[config.mk]
export PLATFORM = sky130hd
export DESIGN_NAME = aes_axi_master
export DESIGN_NICKNAME = d
export VERILOG_FILES = /design/src/rtl/aes_axi_master.sv
export SDC_FILE = /design/constraint.sdc
export NUM_CORES = 1
export LEC_CHECK = 0
export CAP_MARGIN = 40
export CORE_MARGIN = 1.5
export CORE_UTILIZATION = 40
export CTS_CLUSTER_SIZE = 8
export DETAILED_ROUTE_END_ITERATION = 6
export PLACE_DENSITY_LB_ADDON = 0.25
export SLEW_MARGIN = 15
export SYNTH_ARGS = -nofsm -noshare
export SYNTH_HDL_FRONTEND = slang
export SYNTH_SLANG_ARGS = --single-unit
[constraint.sdc]
create_clock -name M_AXI_ACLK -period 2.6 [get_ports M_AXI_ACLK]
set_clock_uncertainty 0.05 [all_clocks]
set_input_delay 0.78 -clock M_AXI_ACLK [delete_from_list [all_inputs] [get_ports M_AXI_ACLK]]
set_output_delay 0.78 -clock M_AXI_ACLK [all_outputs]
set_load 0.005 [all_outputs]
[src/rtl/aes_axi_master.sv]
// ---------------------------------------------------------------------------
// aes_axi_master
//
// AXI4-Lite initiator that lets fabric logic (self-test engine, key loader)
// drive the AES register block without the PS. A one-word command is turned
// into a single AXI4-Lite write or read. Only one transaction is ever in
// flight. The returned BRESP/RRESP is passed back unchanged.
//
// Ports
//   M_AXI_ACLK, M_AXI_ARESET   clock, synchronous active-high reset
//   cmd_*                      command in  (valid/ready, we, addr, wdata, wstrb)
//   rsp_*                      response out (valid/ready, rdata, resp)
//   busy                       command accepted, response not yet consumed
//   timeout                    sticky watchdog flag, cleared only by reset
//   dbg_state_o                current FSM state, for monitors and checkers
//   M_AXI_AW*/W*/B*/AR*/R*     AXI4-Lite master channels
//
// Handshake rule on every valid/ready pair (cmd, rsp and all AXI channels):
// a transfer happens on a rising edge where valid && ready are both high.
// A valid, once raised, stays high with its payload stable until that edge.
// This block never waits on an AXI READY before raising the matching VALID.
// ---------------------------------------------------------------------------
module aes_axi_master #(
   parameter int C_M_AXI_ADDR_WIDTH = 7,
   parameter int C_M_AXI_DATA_WIDTH = 32,
   parameter int TIMEOUT_CYCLES     = 1024
) (
   input  logic                            M_AXI_ACLK,
   input  logic                            M_AXI_ARESET,
   input  logic                            cmd_valid,
   output logic                            cmd_ready,
   input  logic                            cmd_we,
   input  logic [C_M_AXI_ADDR_WIDTH-1:0]   cmd_addr,
   input  logic [C_M_AXI_DATA_WIDTH-1:0]   cmd_wdata,
   input  logic [C_M_AXI_DATA_WIDTH/8-1:0] cmd_wstrb,
   output logic                            rsp_valid,
   input  logic                            rsp_ready,
   output logic [C_M_AXI_DATA_WIDTH-1:0]   rsp_rdata,
   output logic [1:0]                      rsp_resp,
   output logic                            busy,
   output logic                            timeout,
   output logic [2:0]                      dbg_state_o,
   output logic [C_M_AXI_ADDR_WIDTH-1:0]   M_AXI_AWADDR,
   output logic [2:0]                      M_AXI_AWPROT,
   output logic                            M_AXI_AWVALID,
   input  logic                            M_AXI_AWREADY,
   output logic [C_M_AXI_DATA_WIDTH-1:0]   M_AXI_WDATA,
   output logic [C_M_AXI_DATA_WIDTH/8-1:0] M_AXI_WSTRB,
   output logic                            M_AXI_WVALID,
   input  logic                            M_AXI_WREADY,
   input  logic [1:0]                      M_AXI_BRESP,
   input  logic                            M_AXI_BVALID,
   output logic                            M_AXI_BREADY,
   output logic [C_M_AXI_ADDR_WIDTH-1:0]   M_AXI_ARADDR,
   output logic [2:0]                      M_AXI_ARPROT,
   output logic                            M_AXI_ARVALID,
   input  logic                            M_AXI_ARREADY,
   input  logic [C_M_AXI_DATA_WIDTH-1:0]   M_AXI_RDATA,
   input  logic [1:0]                      M_AXI_RRESP,
   input  logic                            M_AXI_RVALID,
   output logic                            M_AXI_RREADY
);

   localparam int AW = C_M_AXI_ADDR_WIDTH;
   localparam int DW = C_M_AXI_DATA_WIDTH;
   localparam int SW = C_M_AXI_DATA_WIDTH / 8;

   // Watchdog counter wide enough to hold TIMEOUT_CYCLES; a limit of 0 turns
   // the watchdog off entirely.
   localparam bit      WD_EN = (TIMEOUT_CYCLES != 0);
   localparam int      CW    = WD_EN ? $clog2(TIMEOUT_CYCLES + 1) : 1;
   localparam logic [CW-1:0] WD_LIMIT = TIMEOUT_CYCLES[CW-1:0];

   typedef enum logic [2:0] {
      IDLE = 3'd0,
      WR   = 3'd1,
      WR_B = 3'd2,
      RD_A = 3'd3,
      RD_D = 3'd4,
      RSP  = 3'd5
   } state_e;

   state_e          state_q, state_d;
   logic            cmd_ready_q, cmd_ready_d;
   logic            awvalid_q, awvalid_d;
   logic            wvalid_q, wvalid_d;
   logic            bready_q, bready_d;
   logic            arvalid_q, arvalid_d;
   logic            rready_q, rready_d;
   logic            rsp_valid_q, rsp_valid_d;
   logic [DW-1:0]   rsp_rdata_q, rsp_rdata_d;
   logic [1:0]      rsp_resp_q, rsp_resp_d;
   logic            busy_q, busy_d;
   logic            timeout_q, timeout_d;
   logic [AW-1:0]   addr_q, addr_d;
   logic [DW-1:0]   wdata_q, wdata_d;
   logic [SW-1:0]   wstrb_q, wstrb_d;
   logic [CW-1:0]   wd_cnt_q, wd_cnt_d;
   logic            accept;
   logic            waiting;

   always_comb begin
      state_d     = state_q;
      awvalid_d   = awvalid_q;
      wvalid_d    = wvalid_q;
      rsp_rdata_d = rsp_rdata_q;
      rsp_resp_d  = rsp_resp_q;
      addr_d      = addr_q;
      wdata_d     = wdata_q;
      wstrb_d     = wstrb_q;
      wd_cnt_d    = wd_cnt_q;
      timeout_d   = timeout_q;
      accept      = 1'b0;
      waiting     = 1'b0;

      case (state_q)
         IDLE: begin
            accept = cmd_valid && cmd_ready_q;
            if (accept) begin
               addr_d  = cmd_addr;
               wdata_d = cmd_wdata;
               wstrb_d = cmd_wstrb;
               if (cmd_we) begin
                  state_d   = WR;
                  awvalid_d = 1'b1;
                  wvalid_d  = 1'b1;
               end else begin
                  state_d = RD_A;
               end
            end
         end
         WR: begin
            waiting = 1'b1;
            // AW and W retire independently; leave once both are gone,
            // which also covers both completing on the same edge.
            if (M_AXI_AWREADY) awvalid_d = 1'b0;
            if (M_AXI_WREADY)  wvalid_d  = 1'b0;
            if (!awvalid_d && !wvalid_d) state_d = WR_B;
         end
         WR_B: begin
            waiting = 1'b1;
            if (M_AXI_BVALID) begin
               rsp_resp_d  = M_AXI_BRESP;
               rsp_rdata_d = '0;
               state_d     = RSP;
            end
         end
         RD_A: begin
            waiting = 1'b1;
            if (M_AXI_ARREADY) state_d = RD_D;
         end
         RD_D: begin
            waiting = 1'b1;
            if (M_AXI_RVALID) begin
               rsp_resp_d  = M_AXI_RRESP;
               rsp_rdata_d = M_AXI_RDATA;
               state_d     = RSP;
            end
         end
         RSP: begin
            if (rsp_ready) state_d = IDLE;
         end
         default: state_d = IDLE;
      endcase

      // All interface strobes are registered copies of the next state, so a
      // VALID/READY is high exactly while the FSM sits in its state.
      arvalid_d   = (state_d == RD_A);
      bready_d    = (state_d == WR_B);
      rready_d    = (state_d == RD_D);
      rsp_valid_d = (state_d == RSP);
      cmd_ready_d = (state_d == IDLE);
      busy_d      = (state_d != IDLE);

      // Watchdog only flags; aborting would leave the slave mid-transfer.
      if (accept) begin
         wd_cnt_d = '0;
      end else if (WD_EN && waiting && (wd_cnt_q != WD_LIMIT)) begin
         wd_cnt_d = wd_cnt_q + 1'b1;
      end
      if (WD_EN && (wd_cnt_d == WD_LIMIT) && !accept) timeout_d = 1'b1;
   end

   always_ff @(posedge M_AXI_ACLK) begin
      if (M_AXI_ARESET) begin
         state_q     <= IDLE;
         cmd_ready_q <= 1'b0;
         awvalid_q   <= 1'b0;
         wvalid_q    <= 1'b0;
         bready_q    <= 1'b0;
         arvalid_q   <= 1'b0;
         rready_q    <= 1'b0;
         rsp_valid_q <= 1'b0;
         rsp_rdata_q <= '0;
         rsp_resp_q  <= '0;
         busy_q      <= 1'b0;
         timeout_q   <= 1'b0;
         addr_q      <= '0;
         wdata_q     <= '0;
         wstrb_q     <= '0;
         wd_cnt_q    <= '0;
      end else begin
         state_q     <= state_d;
         cmd_ready_q <= cmd_ready_d;
         awvalid_q   <= awvalid_d;
         wvalid_q    <= wvalid_d;
         bready_q    <= bready_d;
         arvalid_q   <= arvalid_d;
         rready_q    <= rready_d;
         rsp_valid_q <= rsp_valid_d;
         rsp_rdata_q <= rsp_rdata_d;
         rsp_resp_q  <= rsp_resp_d;
         busy_q      <= busy_d;
         timeout_q   <= timeout_d;
         addr_q      <= addr_d;
         wdata_q     <= wdata_d;
         wstrb_q     <= wstrb_d;
         wd_cnt_q    <= wd_cnt_d;
      end
   end

   assign cmd_ready     = cmd_ready_q;
   assign rsp_valid     = rsp_valid_q;
   assign rsp_rdata     = rsp_rdata_q;
   assign rsp_resp      = rsp_resp_q;
   assign busy          = busy_q;
   assign timeout       = timeout_q;
   assign dbg_state_o   = state_q;
   assign M_AXI_AWADDR  = addr_q;
   assign M_AXI_AWPROT  = 3'b000;
   assign M_AXI_AWVALID = awvalid_q;
   assign M_AXI_WDATA   = wdata_q;
   assign M_AXI_WSTRB   = wstrb_q;
   assign M_AXI_WVALID  = wvalid_q;
   assign M_AXI_BREADY  = bready_q;
   assign M_AXI_ARADDR  = addr_q;
   assign M_AXI_ARPROT  = 3'b000;
   assign M_AXI_ARVALID = arvalid_q;
   assign M_AXI_RREADY  = rready_q;

endmodule
==> flow_summary_export.csv <==
group,metric,value,unit
status,outcome,"completed",
final_layout,num_antenna_cells,0,
setup_path,path_cells,"clkdlybuf4s50_1",
final_layout,final_util,64.3,%
setup_path,worst-path-max-fanout,12,
setup_path,arrival,1.59,ns
setup_path,cp-start-kind,"flip-flop",
routing,vias_per_cell,4.97,
job,cap_violations,0,
final_layout,fin_nets,715,
sta,tightest_slew,0.640,ns
sta,hold_viol,0,
place,portBuffers,184,
cts,clockBufferDepth,2,
setup_path,startpoint,"dbg_state_o[1]",
yosys,syn_area_per_cell,8.53,sq um
setup_path,critical_path_class,"reg -> out",
yosys,synth_top_area_cell,"dfxtp_1",
routing,ant_nets,0,
setup_path,r2r_end,"timeout",
setup_path,r2r_start,"dbg_state_o[1]",
yosys,seq_area_frac_synth,51.2,%
setup_path,crit_slowest_cell,"clkdlybuf4s50_1",
floorplanning,start_util,41.7,%
final_layout,fill_cells,813,
global_routing,gr-total-overflow,0,
global_routing,grt_pass1_wl,16.4,mm
final_layout,area_growth,54.2,%
routing,detail_route.iter0.violations,152,
floorplanning,ioPinCount,191,
sta,max_freq,0.413,GHz
floorplanning,design.die.area,0.0104,sq mm
cts,hold_buffers,0,
cts,cts.repair.resized,0,
setup_path,path_depth,1,
setup_path,max_stage_delay,0.63,ns
yosys,synthDistinctLibCells,50,
pwr,ir_drop,349,uV
routing,drc,0,
yosys,syn_area,0.00391,sq mm
cts,root_buffer,"clkbuf_8",
setup_path,endpoint,"dbg_state_o[1]",
yosys,synth_area_leaders,"dfxtp_1 51%, nand2_1 9.1%, a21oi_1 6.5%",
cts,clkSlewWorstSetupHoldPaths,0.10,ns
yosys,netlist.area_leader.share,51.2,%
cts,cts_made_buffers,9,
setup_path,critPathTopFamily,"buffers and inverters",
place,gp_congestion,0.834,
sta,layout_min_cycle_time,2.42,ns
setup_path,end_kind,"primary output",
routing,dr.pass1.iters,4,
sta,holdWs,0.408,ns
yosys,synth-main-ff-cell,"dfxtp_1",
setup_path,r2r_slack,0.42,ns
setup_path,reg2reg_depth,5,
cts,cts_max_level,3,
global_routing,grt_usage,19.8,%
sta,drv_slew,0,
floorplanning,die_y,102,um
final_layout,ff_latch_area,0.00200,sq mm
floorplanning,fp.dieW,102,um
final_layout,final_common_cell,"clkdlybuf4s50_1",
pwr,p_leak,2.12,nW
sta,rsz0062_at_grt,"false",
setup_path,cp_data_required_time,1.77,ns
yosys,synth_cells,458,
final_layout,multi_input_area,0.00168,sq mm
routing,vias,3770,
yosys,synth_seq_cells,100,
yosys,synth-edff-count,0,
floorplanning,rows,35,
sta,slew_headroom,57.0,%
routing,wl_per_cell,14.3,um
hold_path,hold_class,"reg -> reg",
final_layout,layout.cells.most_common_list,"183 x clkdlybuf4s50_1, 100 x dfxtp_1, 95 x nand2_1, 51 x nor2_1, 51 x a21oi_1",
cts,clock_sinks,100,
cts,cts_tree,"done",
cts,clkLatencyLatePin,0.35,ns
yosys,yosys_warnings,0,
pwr,power_density,673,mW/mm^2
routing,drt-total-wl,10.8,mm
sta,fin_setup_tns,0,ns
global_routing,antenna_found_initial,0,
yosys,synthArstFlopShare,0,%
place,hpwlAfterDp,7.99,mm
sta,finalSetupViolations,0,
final_layout,drive_above_1_share,5.72,%
floorplanning,core,0.00937,sq mm
cts,postCtsSetupBuffers,0,
sta,finalCritPeriodShare,93.2,%
setup_path,crit_buf_inv,1,
global_routing,grt_start_max_net_pins,42,
global_routing,grt_pass1_vias,3510,
[layout make-up]
cell class / count / area share, %
repair buffers: 195 / 32.5
clock buffers: 11 / 2.35
multi-input cells: 311 / 27.9
well taps: 129 / 2.68
flip-flops and latches: 100 / 33.2
clock inverters: 5 / 1.02
inverters: 7 / 0.436
[state kept, by name (all words and copies together) (netlist names), 2 cells and up]
name and count:
M_AXI_ARADDR 7, M_AXI_WDATA 32, M_AXI_WSTRB 4, dbg_state_o 3, rsp_rdata 32, rsp_resp 2, wd_cnt_q 11
[synth_stat cells, drive strengths merged (2+ instances only)]
cell type	count
ha	2
nor2b	2
nand2b	2
dfxtp	100
xnor2	5
buf	20
nor4	2
nor3b	3
a211oi	2
nor2	52
or3	2
a21oi	51
nand3	4
and2	2
xor2	5
a22oi	33
o21ai	5
nand2	95
and4	3
a31oi	3
clkbuf	25
inv	7
mux2i	4
and4b	2
nor3	5
o21a	2
and3	3
nor4bb	2
nand3b	3
[logic make-up after synthesis]
| logic type | after synthesis | share of synthesized area, % |
|---|---|---|
| adders and majority gates | 2 | 0.640 |
| AOI/OAI and AO/OA | 104 | 16.7 |
| other | 1 | 0.0959 |
| muxes | 4 | 1.02 |
| DFF | 100 | 51.2 |
| and+or+nand+nor | 185 | 21.4 |
| buffers and inverters | 52 | 6.69 |
| xor gates and xnor gates | 10 | 2.24 |
[stage by stage]
stage	power, mW	instance area (sq um)	cells	setup slack [ns]
finish	4.06	6030	758	0.176
global route	4.28	6030	758	0.0630
global placement	3.07	5830	742	0.301
CTS	4.10	6030	758	0.147
floorplan	2.43	3930	463	0.559
detailed placement	3.10	5830	742	0.292
[layer usage]
layer	vias to the layer above	wire (um)	GRT usage, %
met5	-	0	0
met4	0	170	7.06
met1	1727	4410	23.0
met2	166	5000	33.0
met3	14	1220	8.21
li1	1863	-	-
[worst min-delay path by stage]
stage                    startpoint              end  slack [ns]  depth (start not counted)
finish              M_AXI_WDATA[25]  M_AXI_WDATA[25]        0.41                          2
global route        M_AXI_WDATA[23]  M_AXI_WDATA[23]        0.42                          2
CTS                 M_AXI_WDATA[16]  M_AXI_WDATA[16]        0.41                          2
detailed placement  M_AXI_WDATA[16]  M_AXI_WDATA[16]        0.40                          2
global placement    M_AXI_WDATA[16]  M_AXI_WDATA[16]        0.39                          2
floorplan            M_AXI_WDATA[0]   M_AXI_WDATA[0]        0.40                          2
[power by group]
group / switching (mW) / leakage, nW / total [mW] / internal (mW)
clock network: 0.527 / 0.0918 / 1.00 / 0.474
logic: 0.566 / 1.22 / 1.23 / 0.664
registers: 0.122 / 0.810 / 1.83 / 1.70
Power figures use the tool's default switching activity.
